`src/rtl/fsm_seq_ctrl.sv`:
```
// fsm_seq_ctrl
// Drives a bit pattern, one bit per cycle, into an external 8-state x/y FSM.
// The FSM is reset and its state is checked before the pattern starts.
// For each bit sent, the FSM's Mealy y response is recorded. The FSM state
// after the last bit is also captured.
//
// Ports
//   clk          system clock, rising edge
//   reset        synchronous active-high reset
//   start        one-cycle request to run a sequence (honoured only in IDLE)
//   abort        cancels a run in INIT, CHECK or RUN
//   pattern      x bits to drive, bit 0 first (latched on accepted start)
//   len          number of bits to drive, 1..MAXLEN (latched on accepted start)
//   fsm_rst      reset to the controlled FSM
//   x_out        x input driven to the controlled FSM
//   y_in         y output of the controlled FSM, valid in the same cycle as x_out
//   state_in     current-state tap of the controlled FSM
//   busy         high whenever the controller is not IDLE
//   done         one-cycle completion pulse (also pulses on a rejected start)
//   err          sticky error flag, cleared by the next accepted start
//   y_capture    bit k holds the y observed while x bit k was driven
//   ones_count   number of y==1 samples in the last run
//   final_state  state_in sampled in the cycle after the last x bit
module fsm_seq_ctrl #(
  parameter int MAXLEN = 16
) (
  input  logic                    clk,
  input  logic                    reset,
  input  logic                    start,
  input  logic                    abort,
  input  logic [MAXLEN-1:0]       pattern,
  input  logic [$clog2(MAXLEN):0] len,
  output logic                    fsm_rst,
  output logic                    x_out,
  input  logic                    y_in,
  input  logic [2:0]              state_in,
  output logic                    busy,
  output logic                    done,
  output logic                    err,
  output logic [MAXLEN-1:0]       y_capture,
  output logic [$clog2(MAXLEN):0] ones_count,
  output logic [2:0]              final_state
);

  localparam int LW = $clog2(MAXLEN) + 1;
  localparam int KW = $clog2(MAXLEN);

  typedef enum logic [2:0] {IDLE, INIT, CHECK, RUN, FINISH} state_t;

  state_t            state, state_next;
  logic [MAXLEN-1:0] pat_q;
  logic [LW-1:0]     len_q;
  logic [KW-1:0]     k_q;
  logic              abort_rst;

  logic len_ok, last_bit;
  logic accept, reject, capture, aborting, check_fail;

  assign len_ok   = (len != '0) && (len <= LW'(MAXLEN));
  assign last_bit = ({1'b0, k_q} == (len_q - LW'(1)));

  // Next-state and output decode. The strobes computed here tell the register
  // process which bookkeeping to do at the closing edge of this cycle.
  // The x/y FSM is reset in INIT, in the IDLE cycle that follows an abort,
  // and throughout the controller's own reset.
  always_comb begin
    state_next = state;
    accept     = 1'b0;
    reject     = 1'b0;
    capture    = 1'b0;
    aborting   = 1'b0;
    check_fail = 1'b0;
    x_out      = 1'b0;
    busy       = (state != IDLE);
    fsm_rst    = abort_rst;

    case (state)
      IDLE: begin
        if (start) begin
          if (len_ok) begin
            accept     = 1'b1;
            state_next = INIT;
          end else begin
            reject = 1'b1;
          end
        end
      end
      INIT: begin
        fsm_rst = 1'b1;
        if (abort) begin
          aborting   = 1'b1;
          state_next = IDLE;
        end else begin
          state_next = CHECK;
        end
      end
      CHECK: begin
        if (abort) begin
          aborting   = 1'b1;
          state_next = IDLE;
        end else if (state_in != 3'b000) begin
          check_fail = 1'b1;
          state_next = FINISH;
        end else begin
          state_next = RUN;
        end
      end
      RUN: begin
        x_out = pat_q[k_q];
        // An aborted RUN cycle does not record its y sample.
        if (abort) begin
          aborting   = 1'b1;
          state_next = IDLE;
        end else begin
          capture = 1'b1;
          if (last_bit) state_next = FINISH;
        end
      end
      FINISH: begin
        state_next = IDLE;
      end
      default: begin
        state_next = IDLE;
      end
    endcase

    if (reset) fsm_rst = 1'b1;
  end

  // State and datapath registers. done is registered, so it is high during
  // FINISH. After a rejected start, done is high in the following IDLE cycle.
  always_ff @(posedge clk) begin
    if (reset) begin
      state       <= IDLE;
      pat_q       <= '0;
      len_q       <= '0;
      k_q         <= '0;
      abort_rst   <= 1'b0;
      done        <= 1'b0;
      err         <= 1'b0;
      y_capture   <= '0;
      ones_count  <= '0;
      final_state <= '0;
    end else begin
      state     <= state_next;
      abort_rst <= aborting;
      done      <= reject || (state_next == FINISH);

      if (accept) begin
        pat_q      <= pattern;
        len_q      <= len;
        y_capture  <= '0;
        ones_count <= '0;
        err        <= 1'b0;
      end

      if (reject || aborting || check_fail) err <= 1'b1;

      if (state == CHECK) k_q <= '0;

      if (capture) begin
        y_capture[k_q] <= y_in;
        ones_count     <= ones_count + LW'(y_in);
        if (!last_bit) k_q <= k_q + KW'(1);
      end

      if (state == FINISH) final_state <= state_in;
    end
  end

endmodule

```
`config.mk`:
```
export PLATFORM = sky130hd
export DESIGN_NAME = fsm_seq_ctrl
export DESIGN_NICKNAME = d
export VERILOG_FILES = /design/src/rtl/fsm_seq_ctrl.sv
export SDC_FILE = /design/constraint.sdc
export NUM_CORES = 1
export LEC_CHECK = 0
export CAP_MARGIN = 0
export CELL_PAD_IN_SITES_DETAIL_PLACEMENT = 2
export CELL_PAD_IN_SITES_GLOBAL_PLACEMENT = 2
export CORE_MARGIN = 2
export CORE_UTILIZATION = 29
export CTS_CLUSTER_SIZE = 8
export DETAILED_ROUTE_END_ITERATION = 8
export PLACE_DENSITY = 0.75
export SKIP_LAST_GASP = 1
export SLEW_MARGIN = 20
export SYNTH_ARGS = -nofsm -noshare
export SYNTH_HDL_FRONTEND = slang
export SYNTH_SLANG_ARGS = --single-unit
```
`constraint.sdc`:
```
create_clock -name clk -period 3.7 [get_ports clk]
set_clock_uncertainty 0.05 [all_clocks]
set_input_delay 1.11 -clock clk [delete_from_list [all_inputs] [get_ports clk]]
set_output_delay 1.11 -clock clk [all_outputs]
set_load 0.01 [all_outputs]
```
Word level (Yosys, flattened, before mapping)
Index checks and enable logic that the tools add are counted.
{"block": "totals", "input_bits": 29, "mem_count": 0, "output_inout_bits": 29, "word_cells": 73, "mem_bits_ro": 0, "latch_bits": 0, "mem_bits_rw": 0, "reg_bits": 55}
{"block": "op_classes", "eq_ne": 6, "n_div": 0, "addsub": 3, "muxes": 39, "multipliers": 0, "n_reduce_logical": 12, "shift": 0, "bitwise": 0, "n_lt_le_gt_ge": 3}
{"op": "$mux W16", "n": 3}
{"op": "$mux W1", "n": 20}
{"op": "$mux W3", "n": 6}
{"op": "$bwmux W16", "n": 1}
{"op": "$mux W4", "n": 3}
{"op": "$pmux W3 S4", "n": 1}
{"op": "$mux W5", "n": 2}
{"op": "$eq A3 B2 Y1 const B", "n": 2}
{"op": "$eq A3 B3 Y1 const B", "n": 2}
{"op": "$reduce_bool A3 Y1", "n": 2}
{"op": "$add A5 B1 Y5", "n": 1}
{"op": "$eq A4 B5 Y1", "n": 1}
{"op": "$le A5 B5 Y1 const B", "n": 1}
{"op": "$lt A4 B5 Y1 const B", "n": 1}
{"op": "$reduce_bool A5 Y1", "n": 1}
{"op": "$sub A5 B1 Y5 const B", "n": 1}
{"op": "$add A4 B1 Y4 const B", "n": 1}
{"op": "$bmux W1 S4", "n": 1}
{"op": "$demux W1 S4", "n": 1}
{"op": "$ge A4 B1 Y1 const B", "n": 1}
{"op": "$reduce_bool A2 Y1", "n": 2}
{"op": "$eq A3 B1 Y1 const B", "n": 1}
{"op": "$logic_not A3 Y1", "n": 1}
{"op": "$logic_or A1 B1 Y1", "n": 3}
{"op": "3 further kinds", "n": 4}

Depth between registers and ports, before layout
{"block": "depth", "ltp_word": 9, "depth_mapped": 7, "mapped_depth_nobuf": 7}

Worst setup path before layout
No wires, ideal clock.
{"block": "synth_path", "path_kind": "reg2out", "start": "register k_q[0]", "end": "output port x_out", "path_stages_with_launch": 5, "t_arrival_ns": 1.856, "path_buffers": 1, "slack_ns": 0.684, "required_ns": 2.540, "cell_sequence": "dfxtp_1 clkbuf_1 mux4_2 mux4_2 nor2b_1"}
{"block": "synth_via", "elab_chain_len": 3}
{"element": "start, declared", "line": "53", "rtl": "logic [KW-1:0] k_q;"}
{"element": "start signal, assigned", "line": "164", "rtl": "if (!last_bit) k_q <= k_q + KW'(1);"}
{"element": "$bmux W1 S4", "line": "109", "rtl": "x_out = pat_q[k_q];"}
{"element": "$mux W1 (implied by the code)", "line": "109"}
{"element": "$mux W1", "line": "77", "rtl": "case (state)"}
{"element": "end, declared", "line": "34", "rtl": "output logic x_out,"}
No other way between the ends. The select of a mux whose other input is x is not followed.

Worst setup path after layout
{"block": "layout_path", "start": "register k_q[1]", "end": "output port x_out"}
The elaborated chain is that of the path after synthesis.

==> metrics.md <==
| Metric | Value |
|---|---|
| Number of I/O port buffers | 57 |
| Period utilization | 0.953 |
| CP peak stage delay | ~570 ps |
| Seq cells post-synth | 55 |
| Worst skew pair latency | slightly above 300 ps |
| Reg clk slew, reported paths | 110 ps |
| Initial antenna violation count | 0 |
| CTS tree | yes |
| Critical-path cell list | mux4_2 > mux4_2 > nor2b_1 > clkdlybuf4s50_1 |
| Core region area | 0.00872 mm2 |
| Layout Nets | between 400 and 500 |
| Crit start category | flop |
| RD Place Congestion | between 0.7 and 0.8 |
| Row cnt | 34 |
| Synth warnings | 0 |
| R2r setup slk | around 1200 ps |
| Syn Inst Count | 319 |
| Status | completed |
| Die area | between 0.009 and 0.01 mm2 |
| Setup Buffers After CTS | 0 |
| Largest net degree at the start of global routing | 54 |
| Avg WL per Cell | 15.8 um |
| Yosys cell types | 38 |
| Crit path max fanout | 10 |
| RSZ-0062 raised after global routing | no |
| Final Core Density | 0.389 |
| Commonest non-fill, non-tap cell in the layout | clkdlybuf4s50_1 |
| Seq/Total Area, Yosys | 0.422 |
| Slowest CP cell | dfxtp_1 |
| Final Hold Vio Count | 0 |
| Total Neg Setup Slack | 0 ps |
| Critical Path Sink Type | output pin |
| Starting DRT DRC Count | 73 |
| Final ANT Viol Nets | 0 |
| Share of layout cells above drive strength 1 | 0.0874 |
| Root Driver | clkbuf_8 |
| Worst r2r dst | state[0] |
| CTS buffer count | 5 |
| Leading area contributor after synthesis | dfxtp_1 |
| Crit path DAT | 2370 ps |
| Initial Utilization | 0.299 |
| IR drop worst, VDD | ~0.16 mV |
| Synthesized cell area | between 0.002 and 0.003 mm2 |
| ANT cells | 0 |
| DRT Pass-1 Iters | 3 |
| Hold Crit Endpoint | pat_q[7] |
| Critical path class | flop to output pin |
| CTS max path bufs | 2 |
| Vias in the first global route | approximately 2,600 |
| Reg2Reg Launch Point | len_q[0] |
| Fmax | 284 MHz |
| Rel. slew slack | 0.564 |
| Critical path's most frequent cell | mux4_2 |
| First-pass GRT wire length | 12,400 um |
| Post-synth top area share | 0.422 |
| Syn avg cell area | 8.17 um2 |
| # resized after CTS | 0 |
| Overflow after GRT | 0 |
| Die Y | ~100 um |
| Worst Hold Class | flop to flop |
| DRC viols | 0 |
| Max-capacitance violation count | 0 |
| Total Routing Usage GR | 0.155 |
| Slew @ Worst Pin | about 650 ps |
| Most frequent cells in the layout | 56 x clkdlybuf4s50_1, 54 x dfxtp_1, 52 x nand2_1 |
| Crit path time final | roughly 3500 ps |
| Worst Path Required | approximately 2500 ps |
| Worst Reg-to-Reg Cells | 7 |
| Most area-consuming cells after synthesis | dfxtp_1 42%, a21oi_1 8.8%, nand3_1 7.7% |
| Hold depth | 2 |
| Synthesized net count | around 360 |
| Final WL | 7480 um |
| Area growth syn-to-layout | 30.0% |
| Post-DP Area | 0.00327 mm2 |
| Io pins | 58 |
| Die Wd | 98.8 um |
| Filler cells | around 1,000 |
| Hold bufs inserted after CTS | 0 |
| Via/cell ratio | 5.14 |
| CTS sink cnt | 55 |
| Final setup violation count | 0 |
| Vias | 2,438 |
| Lkg Pwr | 1.12 nW |
| CTS H-tree depth | 2 |
| Hold path startpoint | pat_q[7] |
| Max Transition Viols Final | 0 |
| Pwr per Cell Area | approximately 340 mW/mm2 |
| Final HPWL DP | 5370 um |
| Fin area | 0.00339 mm2 |
| Power, Total | ~1.2 mW |
[sequential cells by signal, indices dropped and copies added, names as in the netlist]
register / count
err: 1
final_state: 3
state: 3
abort_rst: 1
len_q: 5
done: 1
k_q: 4
y_capture: 16
pat_q: 16
ones_count: 5
[cell usage after synthesis (all sizes together)]
| library cell | number |
|---|---|
| a21oi | 46 |
| dfxtp | 55 |
| nor2b | 3 |
| nor3 | 5 |
| xnor2 | 6 |
| o21ai | 2 |
| or2 | 6 |
| o2111ai | 2 |
| nand3b | 3 |
| ha | 7 |
| a211o | 1 |
| a221o | 1 |
| mux2i | 4 |
| nand4 | 11 |
| o21ba | 1 |
| or3b | 1 |
| nand2 | 52 |
| nand3 | 40 |
| clkbuf | 21 |
| nor3b | 1 |
| o211ai | 1 |
| o41ai | 2 |
| o21a | 1 |
| buf | 5 |
| a2111oi | 1 |
| inv | 7 |
| o311ai | 1 |
| and3 | 1 |
| nand2b | 1 |
| nor2 | 19 |
| mux4 | 5 |
| nor4 | 1 |
| o31a | 1 |
| a311oi | 2 |
| o32a | 1 |
| and2 | 2 |
[critical path: cells and delay by family (launching register included)]
kind / cells / cell delay (ps)
buffers and inverters: 1 / 470
and+or+nand+nor: 1 / 160
muxes: 2 / 840
DFF: 1 / 570
[per-layer routing]
layer	vias to the layer above	global-route usage	part of all wire
met5	-	0	0
met4	0	0.0379	0.0090
met3	5	0.0220	0.028
met2	40	0.275	0.50
met1	1183	0.199	0.46
li1	1210	-	-
[how the worst max path moves through the flow]
| stage | startpoint | endpoint | slack [ps] | cells after the start |
|---|---|---|---|---|
| 5_1_grt | k_q[1] | x_out | 70 | 4 |
| 3_5_place_dp | k_q[0] | x_out | 420 | 4 |
| 2_1_floorplan | k_q[0] | x_out | 680 | 4 |
| 3_3_place_gp | k_q[0] | x_out | 430 | 4 |
| 6_report | k_q[1] | x_out | 170 | 4 |
| 4_1_cts | k_q[0] | x_out | 70 | 4 |
[power by group]
part	leakage (nW)	total (mW)	switching, mW	internal [mW]
logic	0.616	0.128	0.0645	0.0640
registers	0.446	0.618	0.0106	0.607
clock network	0.0581	0.404	0.202	0.202
total	1.12	1.15	0.277	0.873
[final cells by class]
cell class                      instances  area (um2)  share of cell area
Inverter                                7        26.3             0.00775
Timing Repair Buffer                   65         638               0.188
Multi-Input combinational cell        231        1370               0.405
Clock inverter                          3        43.8              0.0129
Clock buffer                            5        68.8              0.0203
Sequential cell                        55        1100               0.325
Tap cell                              108         135              0.0399
[metrics by stage]
stage	hold slack, ps	instances	setup slack, ps
3_3_place_gp	398	466	434
6_report	418	474	173
4_1_cts	418	474	67.1
3_5_place_dp	402	466	417
2_1_floorplan	383	319	684
5_1_grt	446	474	67.8
[logic make-up (layout without fill, tap and decap cells)]
group | after synthesis | after routing | synth area share
and+or+nand+nor | 146 | 146 | 0.265
muxes | 9 | 9 | 0.0586
adders and majority gates | 7 | 7 | 0.0336
xor gates and xnor gates | 6 | 6 | 0.0202
AOI/OAI and AO/OA | 63 | 63 | 0.150
DFF | 55 | 55 | 0.422
buffers and inverters | 33 | 80 | 0.0504
(Power assumes the default switching activity.)
==> edit (config.mk and constraints unchanged) <==
The parameter `MAXLEN` goes from 16 to 8.
--- a/src/rtl/fsm_seq_ctrl.sv
+++ b/src/rtl/fsm_seq_ctrl.sv
@@ -24,3 +24,3 @@
 module fsm_seq_ctrl #(
-  parameter int MAXLEN = 16
+  parameter int MAXLEN = 8
 ) (
Ports: changed (resized len, ones_count, pattern and y_capture); port bits go from 58 to 40. No check against the original RTL was run, so the function may have changed too.
==> edit against the original RTL <==
Hold slack better by 0.0060 ns; sequential cell count shrank 19; non-clock buffer count down 24; sequential share of layout area fell by 1.1 points; die area down 31%; total power decreased by 32%; cell area shrank 32%; sequential power fell by 34%; setup slack improved by 0.092 ns; area after synthesis shrank 32%; wire length decreased by 39%; first-iteration DRC count is 1.4% lower; largest cell class unchanged.
==> edit: results (changes against the original RTL) <==
[synth] top cells by area, synth dfxtp_1 41%, mux2i_1 9.0%, nand3_1 5.9%
[pwr] proportion of total power due to net switching 0.2419 [+0.0007885]
[synth] most common library cells after synthesis 36 x dfxtp_1, 21 x nand3_1, 19 x a21oi_1, 19 x nand2_1, 19 x nor2_1
[detailed_routing] total vias in the final route 1,574 [-35%]
[layout] Non-clock buffer share 0.1767 [-0.01167]
[layout] total number of multi-input combinational cells 150 [-35%]
[synth] xor/xnor share of the synthesized area 0.01973 [-0.0004310]
[worst_setup_path] critical path arrival 2.27 ns [-0.10 ns]
[detailed_routing] violation count after the first detailed-route iteration 72 [-1.4%]
[status] status finished, final reports clean
[global_routing] GR met1 Demand/Resource 0.1846 [-0.01391]
[global_routing] met3 GRT Util 0.02935 [+0.007362]
[layout] count of plain and timing-repair buffers 41 [-37%]
[placed_design] standard cell area after detailed placement 2205 um2 [-33%]
[cts] Clock Latency Late Sink 0.29 ns [-0.02 ns]
[pwr] share of power burned in registers 0.516 [-0.021]
[layout] layout net count 263 [-34%]
[layout] flip-flop and latch area 720.7 um2 [-35%]
[worst_setup_path] count of cells along the worst register-to-register path 5 [-2]
[synth] Adder-Cell Fraction of Synth Area 0.02819 [-0.005417]
[timing] max_slew headroom 0.6137 [+0.04937]
[worst_setup_path] reg-to-reg setup timing slack 1.36 ns [+0.17 ns]
[detailed_routing] post-DR wirelength/cell 14.48 um [-8.2%]
[placed_design] total of buffers placed on input and output ports 39 [-32%]
[layout] fraction of final layout cells with drive strength greater than 1 0.07500 [-0.01243]
[worst_setup_path] top fanout value on the critical path 2 [-8]
[synth] Net Count, Synth 229 [-35%]
-- edit: changes by cell type after synthesis, sizes merged, moves of 5 or more --
cell,unedited run,this run
a21oi,46,19
clkbuf,21,7
dfxtp,55,36
mux2i,4,17
mux4,5,0
nand2,52,19
nand3,40,21
nand4,11,3
or2,6,1
-- edit: worst max-delay path: stages --
cell,delay (ns)
clkdlybuf4s50_1,0.42
a311o_1,0.27
clkdlybuf4s50_1,0.48
-- edit: cells by family (layout without fill, tap and decap cells) --
kind of cell	count (synthesis)	count (layout)
and+or+nand+nor	90	90
DFF	36	36
AOI/OAI and AO/OA	33	33
muxes	19	19
buffers and inverters	19	54
adders and majority gates	4	4
xor gates and xnor gates	4	4
-- edit: through the flow --
stage / worst slack, ns / cells
after floorplan: 0.9854 / 205
after global placement: 0.2651 / 307
after detailed placement: 0.2672 / 307
after CTS: 0.2604 / 315
after global routing: 0.09569 / 315
final: 0.2654 / 315
